<file path="src/rtl/regfile_pkg.sv">
`default_nettype none
// +--------------------------------------------------------------------+
// | Module      : regfile_pkg                                          |
// | Description : Shared defaults and types for the multi-port integer |
// |               register file and its busy scoreboard.               |
// | Revision    : 1.0 - initial release                                |
// +--------------------------------------------------------------------+
package regfile_pkg;

   localparam int XLEN_DEF  = 32;
   localparam int DEPTH_DEF = 32;
   localparam int AW_DEF    = $clog2(DEPTH_DEF);

   typedef logic [AW_DEF-1:0]   reg_addr_t;
   typedef logic [XLEN_DEF-1:0] xlen_t;

endpackage
`default_nettype wire

</file>
<file path="src/rtl/regfile_scoreboard.sv">
`default_nettype none
// +--------------------------------------------------------------------+
// | Module      : regfile_scoreboard                                   |
// | Description : Per-register busy bits. Allocation sets, writeback   |
// |               clears, allocation wins a same-cycle collision.      |
// |               Also reports the busy bit seen by each read port.    |
// | Revision    : 1.0 - initial release                                |
// +--------------------------------------------------------------------+
module regfile_scoreboard
   import regfile_pkg::*;
#(
   parameter int DEPTH    = DEPTH_DEF,
   parameter int NUM_RD   = 2,
   parameter int NUM_WR   = 2,
   parameter int ZERO_REG = 1,
   parameter int BYPASS   = 1,
   parameter int AW       = $clog2(DEPTH)
) (
   input  logic                 clk,
   input  logic                 rst,
   input  logic [NUM_RD*AW-1:0] rd_addr_i,
   input  logic [NUM_WR-1:0]    wr_en_i,
   input  logic [NUM_WR*AW-1:0] wr_addr_i,
   input  logic                 alloc_en_i,
   input  logic [AW-1:0]        alloc_addr_i,
   output logic [NUM_RD-1:0]    rd_busy_o,
   output logic [DEPTH-1:0]     busy_vec_o
);

   logic [DEPTH-1:0] busy_q;
   logic [DEPTH-1:0] busy_d;

   // Next busy state: writebacks clear first, then allocation overrides.
   always_comb begin
      busy_d = busy_q;
      for (int j = 0; j < NUM_WR; j++) begin
         if (wr_en_i[j]) begin
            busy_d[wr_addr_i[j*AW +: AW]] = 1'b0;
         end
      end
      if (alloc_en_i) begin
         busy_d[alloc_addr_i] = 1'b1;
      end
      if (ZERO_REG != 0) begin
         busy_d[0] = 1'b0;
      end
   end

   // Busy register with synchronous clear.
   always_ff @(posedge clk) begin
      if (rst) begin
         busy_q <= '0;
      end else begin
         busy_q <= busy_d;
      end
   end

   assign busy_vec_o = busy_q;

   for (genvar i = 0; i < NUM_RD; i++) begin : g_rd_busy
      logic hit;

      // A same-cycle write to the read address makes the data available now.
      always_comb begin
         hit = 1'b0;
         if (BYPASS != 0) begin
            for (int j = 0; j < NUM_WR; j++) begin
               if (wr_en_i[j] && (wr_addr_i[j*AW +: AW] == rd_addr_i[i*AW +: AW])) begin
                  hit = 1'b1;
               end
            end
         end
      end

      assign rd_busy_o[i] = busy_q[rd_addr_i[i*AW +: AW]] & ~hit;
   end

endmodule
`default_nettype wire

</file>
<file path="src/rtl/regfile_mp.sv">
`default_nettype none
// +--------------------------------------------------------------------+
// | Module      : regfile_mp                                           |
// | Description : Parametrised multi-port integer register file with   |
// |               optional hard-wired zero register, write-to-read     |
// |               bypass and a per-register busy scoreboard.           |
// | Revision    : 1.0 - initial release                                |
// +--------------------------------------------------------------------+
module regfile_mp
   import regfile_pkg::*;
#(
   parameter int XLEN     = XLEN_DEF,
   parameter int DEPTH    = DEPTH_DEF,
   parameter int NUM_RD   = 2,
   parameter int NUM_WR   = 2,
   parameter int ZERO_REG = 1,
   parameter int BYPASS   = 1,
   parameter int AW       = $clog2(DEPTH)
) (
   input  logic                   clk,
   input  logic                   rst,
   input  logic [NUM_RD*AW-1:0]   rd_addr_i,
   output logic [NUM_RD*XLEN-1:0] rd_data_o,
   output logic [NUM_RD-1:0]      rd_busy_o,
   input  logic [NUM_WR-1:0]      wr_en_i,
   input  logic [NUM_WR*AW-1:0]   wr_addr_i,
   input  logic [NUM_WR*XLEN-1:0] wr_data_i,
   input  logic                   alloc_en_i,
   input  logic [AW-1:0]          alloc_addr_i,
   output logic [DEPTH-1:0]       busy_vec_o
);

   logic [XLEN-1:0] mem_q [DEPTH];
   logic [XLEN-1:0] mem_d [DEPTH];

   logic [AW-1:0]   w_rd_addr [NUM_RD];
   logic [AW-1:0]   w_wr_addr [NUM_WR];
   logic [XLEN-1:0] w_wr_data [NUM_WR];

   for (genvar i = 0; i < NUM_RD; i++) begin : g_rd_unpack
      assign w_rd_addr[i] = rd_addr_i[i*AW +: AW];
   end

   for (genvar j = 0; j < NUM_WR; j++) begin : g_wr_unpack
      assign w_wr_addr[j] = wr_addr_i[j*AW +: AW];
      assign w_wr_data[j] = wr_data_i[j*XLEN +: XLEN];
   end

   // Apply writes in ascending port order so the highest port wins a conflict.
   always_comb begin
      mem_d = mem_q;
      for (int j = 0; j < NUM_WR; j++) begin
         if (wr_en_i[j] && !((ZERO_REG != 0) && (w_wr_addr[j] == '0))) begin
            mem_d[w_wr_addr[j]] = w_wr_data[j];
         end
      end
   end

   // Storage array with synchronous clear.
   always_ff @(posedge clk) begin
      if (rst) begin
         for (int r = 0; r < DEPTH; r++) begin
            mem_q[r] <= '0;
         end
      end else begin
         mem_q <= mem_d;
      end
   end

   for (genvar i = 0; i < NUM_RD; i++) begin : g_rd
      logic [XLEN-1:0] rd_val;
      logic            zero_hit;

      assign zero_hit = (ZERO_REG != 0) && (w_rd_addr[i] == '0);

      // Stored value, overridden by the highest matching same-cycle write.
      always_comb begin
         if (zero_hit) begin
            rd_val = '0;
         end else begin
            rd_val = mem_q[w_rd_addr[i]];
         end
         if (BYPASS != 0) begin
            for (int j = 0; j < NUM_WR; j++) begin
               if (wr_en_i[j] && (w_wr_addr[j] == w_rd_addr[i]) && !zero_hit) begin
                  rd_val = w_wr_data[j];
               end
            end
         end
      end

      assign rd_data_o[i*XLEN +: XLEN] = rd_val;
   end

   regfile_scoreboard #(
      .DEPTH    (DEPTH),
      .NUM_RD   (NUM_RD),
      .NUM_WR   (NUM_WR),
      .ZERO_REG (ZERO_REG),
      .BYPASS   (BYPASS),
      .AW       (AW)
   ) u_scoreboard (
      .clk          (clk),
      .rst          (rst),
      .rd_addr_i    (rd_addr_i),
      .wr_en_i      (wr_en_i),
      .wr_addr_i    (wr_addr_i),
      .alloc_en_i   (alloc_en_i),
      .alloc_addr_i (alloc_addr_i),
      .rd_busy_o    (rd_busy_o),
      .busy_vec_o   (busy_vec_o)
   );

endmodule
`default_nettype wire

</file>
<file path="config.mk">
export PLATFORM = sky130hd
export DESIGN_NAME = regfile_mp
export DESIGN_NICKNAME = d
export VERILOG_FILES = /design/src/rtl/regfile_pkg.sv /design/src/rtl/regfile_scoreboard.sv /design/src/rtl/regfile_mp.sv
export SDC_FILE = /design/constraint.sdc
export NUM_CORES = 2
export LEC_CHECK = 0
export BUFFER_PORTS_ARGS = -buffer_cell sky130_fd_sc_hd__buf_2
export CAP_MARGIN = 40
export CORE_ASPECT_RATIO = 0.7
export CORE_MARGIN = 2
export CORE_UTILIZATION = 45
export CTS_CLUSTER_DIAMETER = 120
export DETAILED_ROUTE_END_ITERATION = 7
export MAX_ROUTING_LAYER = met4
export SYNTH_ARGS = -nofsm -noshare
export SYNTH_HDL_FRONTEND = slang
export SYNTH_HIERARCHICAL = 1
export SYNTH_SLANG_ARGS = --single-unit
</file>
<file path="constraint.sdc">
create_clock -name clk -period 3.8 [get_ports clk]
set_clock_uncertainty 0.05 [all_clocks]
set_input_delay 0 -clock clk [delete_from_list [all_inputs] [get_ports clk]]
set_output_delay 0 -clock clk [all_outputs]
set_load 0.05 [all_outputs]
</file>
==> results.txt <==
CP cell instances - dlygate4sd3_1 > buf_2 > xor2_1 > nor4_1 > and3_2 > nand2b_2 > buf_4 > o21ai_1 > buf_2
Reg2reg start - mem_q[575]
EDFF count, synth - 0
Clock power share - 43.1%
GR Layer Usage met2 - 52.4%
First-pass GRT wire length - 410000 um
Layout area overhead - 11.4%
Combinational Power Share - 14.5%
Synth top area share - 32.1%
Sequential share of the synthesized area - 32.1%
Final WL - 286000 um
GR Util met1 - 49.8%
Post-synthesis cell area - 0.0658 sq mm
Post-synth top area cell - dfxtp_1
PostCTS Resize Cnt - 0
Final antenna-violating net count - 0
Final Cycle Share - 92.3%
Starting DRT DRC Count - 9673
# nets final - 6589
Fin. max-slew vios - 0
Vias in the first global route - 57035
Drt drc - 2
Outcome - complete, but fails checks
Most common cell on crit path - buf_2
Critical path launch point type - primary input
Pin count of the biggest net entering global routing - 110
VDD IR max - 0.391 mV
Crit path largest cell delay - 0.64 ns
Drt pass-1 iters - 8
Clk pin slew, worst setup/hold paths - 0.06 ns
Fillcell total - 12997
Final instance area - 0.0733 sq mm
Synth Flop Type - dfxtp_1
Post-synthesis register bit count - 1055
Final setup TNS - 0 ns
Placed Area - 0.0683 sq mm
DP HPWL - 165000 um
Switching Share - 29.2%
Hold Vio Cnt, Final - 0
Worst EP arrival - 3.46 ns
Power Density - 368 mW/mm^2
RSZ-0062 raised after global routing - no
Worst Path Required - 3.75 ns
CTS tree - built
Worst r2r path cells - 3
Worst Hold Class - primary input to flop
Total number of vias - 61028
Cell Rows - 117
Most common cell in the netlist - nor2_1
Core ar. - 0.145 sq mm
NetSw - 7.87 mW
R2R setup slack - 2.28 ns
Grt peak-use layer - met2
Cell family with most CP delay - buffers and inverters
Gr ovfl total - 0
Post-synthesis async set-or-reset flop share - 0%
CTS Buf Count - 108
Slew HR - 33.4%
Synth top area cells - dfxtp_1 32%, mux4_2 18%, mux2i_1 13%
Synth warn - 6
Hold WS - 0.0604 ns
Chip height - 324 um
RePlAce Congestion - 0.934
I/O pin total - 192
Crit Path Max Fanout - 21
Failing checks - design-rule violations
Share of layout cells above drive strength 1 - 19.2%
Util after Layout - 50.4%
RR Endpoint - mem_q[575]
Hold path start - wr_en_i[1]
H-tree depth - 3
Crit. End Element - primary output
Hold EP - u_scoreboard/busy_vec_o[1]
Worst Tran Pin Value - 0.999 ns
Number of port buffers - 190
Post-Syn Instances - 6840
Sequential power share - 42.5%
Worst setup path category - primary input to primary output
Netlist cell types - 68
Power Total - 27.0 mW
Hold Path Cell Cnt - 6
Chip Width - 461 um
Buffers & Inverters on Critical Path - 4
Synthesized Nets - 6934
Die area - 0.149 sq mm
Most frequent cells after synthesis - 1075 x nor2_1, 1055 x dfxtp_1, 838 x mux2i_1
Later-pin clock latency in the skew report - 0.77 ns
Gr usage total - 38.4%
Vias/cell - 7.13
Initial antenna violation count - 8
Initial Util - 45.3%
Max-Cap Viols - 0
Int Power - 19.1 mW
Met3 Use GR - 13.2%
Avg Cell Area, Syn - 9.61 sq um
Final setup fails - 0
Period minus WS final - 3.51 ns
CP max stage cell - nand2b_2
Pleak - 26.9 nW
CTS Sinks - 1055
CTS root buf - clkbuf_16
Avg WL per Cell - 33.4 um
Fmax - 285 MHz
Clock Path Buffers - 3
-- sequential cells by signal, summed over array words and instances (netlist names) --
register / count
mem_q: 1024
u_scoreboard/busy_vec_o: 31
-- timing repair --
action,in CTS,in global routing
hold endpoints to repair,1026,0
hold buffers,120,0
setup buffers,0,0
-- stage by stage --
stage                     setup WS [ns]  instances
after floorplan                    1.11       6840
after global placement            0.823       8201
after detailed placement          0.892       8228
after CTS                         0.400       8542
after global routing              0.297       8548
final                             0.293       8554
-- per-layer routing --
| layer | wire length [um] | vias up | part of all wire, % |
|---|---|---|---|
| met4 | 17600 | 0 | 6.2 |
| li1 | - | 25147 | - |
| met1 | 109000 | 29959 | 38 |
| met2 | 116000 | 4905 | 41 |
| met5 | 0 | - | 0 |
| met3 | 42800 | 1017 | 15 |
-- cell families after synthesis --
group | synth area share [%]
buffers and inverters | 6.76
and+or+nand+nor | 12.8
AOI/OAI and AO/OA | 16.5
muxes | 31.3
other | 0.00570
xor gates and xnor gates | 0.544
DFF | 32.1
-- how the worst max path moves through the flow --
stage	from	to	slack, ns	cells after the start
2_1_floorplan	u_scoreboard/busy_vec_o[29]	rd_busy_o[0]	1.11	5
3_3_place_gp	rd_addr_i[2]	rd_data_o[24]	0.82	7
3_5_place_dp	rd_addr_i[6]	rd_data_o[36]	0.89	8
4_1_cts	wr_addr_i[1]	rd_data_o[36]	0.40	9
5_1_grt	wr_addr_i[1]	rd_data_o[36]	0.30	9
6_report	wr_addr_i[1]	rd_data_o[36]	0.29	9
-- power by group through the flow --
stage | Clock, mW | Sequential (mW) | Combinational (mW)
3_5_place_dp | 0 | 11.7 | 3.68
6_report | 11.6 | 11.4 | 3.91
2_1_floorplan | 0 | 11.6 | 2.43
5_1_grt | 12.1 | 11.5 | 4.00
4_1_cts | 11.6 | 11.4 | 3.78
3_3_place_gp | 0 | 11.7 | 3.63
-- area by class of cell --
type | instances | area (sq um) | share of cell area (%)
well taps | 1963 | 2460 | 3.35
flip-flops and latches | 1055 | 21100 | 28.8
inverters | 3 | 11.3 | 0.0154
clock inverters | 42 | 539 | 0.736
diodes | 12 | 30.0 | 0.0410
clock buffers | 152 | 3180 | 4.34
multi-input cells | 4812 | 40700 | 55.6
repair buffers | 515 | 5220 | 7.12
-- layout by cell type, fill, tap and decap left out, types with 20 or more instances in the layout --
master / instances
a22oi_1: 126
buf_2: 155
mux4_2: 516
nand3_1: 262
dfxtp_1: 1055
nand2_4: 23
buf_4: 135
nand2_1: 430
clkinv_2: 20
o22ai_1: 65
a41oi_2: 25
nor2_1: 1070
mux2_2: 38
buf_12: 77
a211oi_1: 674
dlygate4sd3_1: 120
or3_1: 32
clkbuf_16: 109
mux2i_1: 838
o211ai_1: 26
o21ai_0: 66
clkbuf_8: 29
a32oi_1: 32
o21ai_1: 30
buf_16: 21
a311oi_1: 322
xor2_1: 26
nor2b_1: 42
-- worst reg2reg max path, delay by kind of cell, from the launching register on --
family | cells | cell delay (ns)
buf+inv | 1 | 0.59
flops | 1 | 0.42
compound gates | 2 | 0.41
No activity file was read; power rests on OpenSTA's default activity.
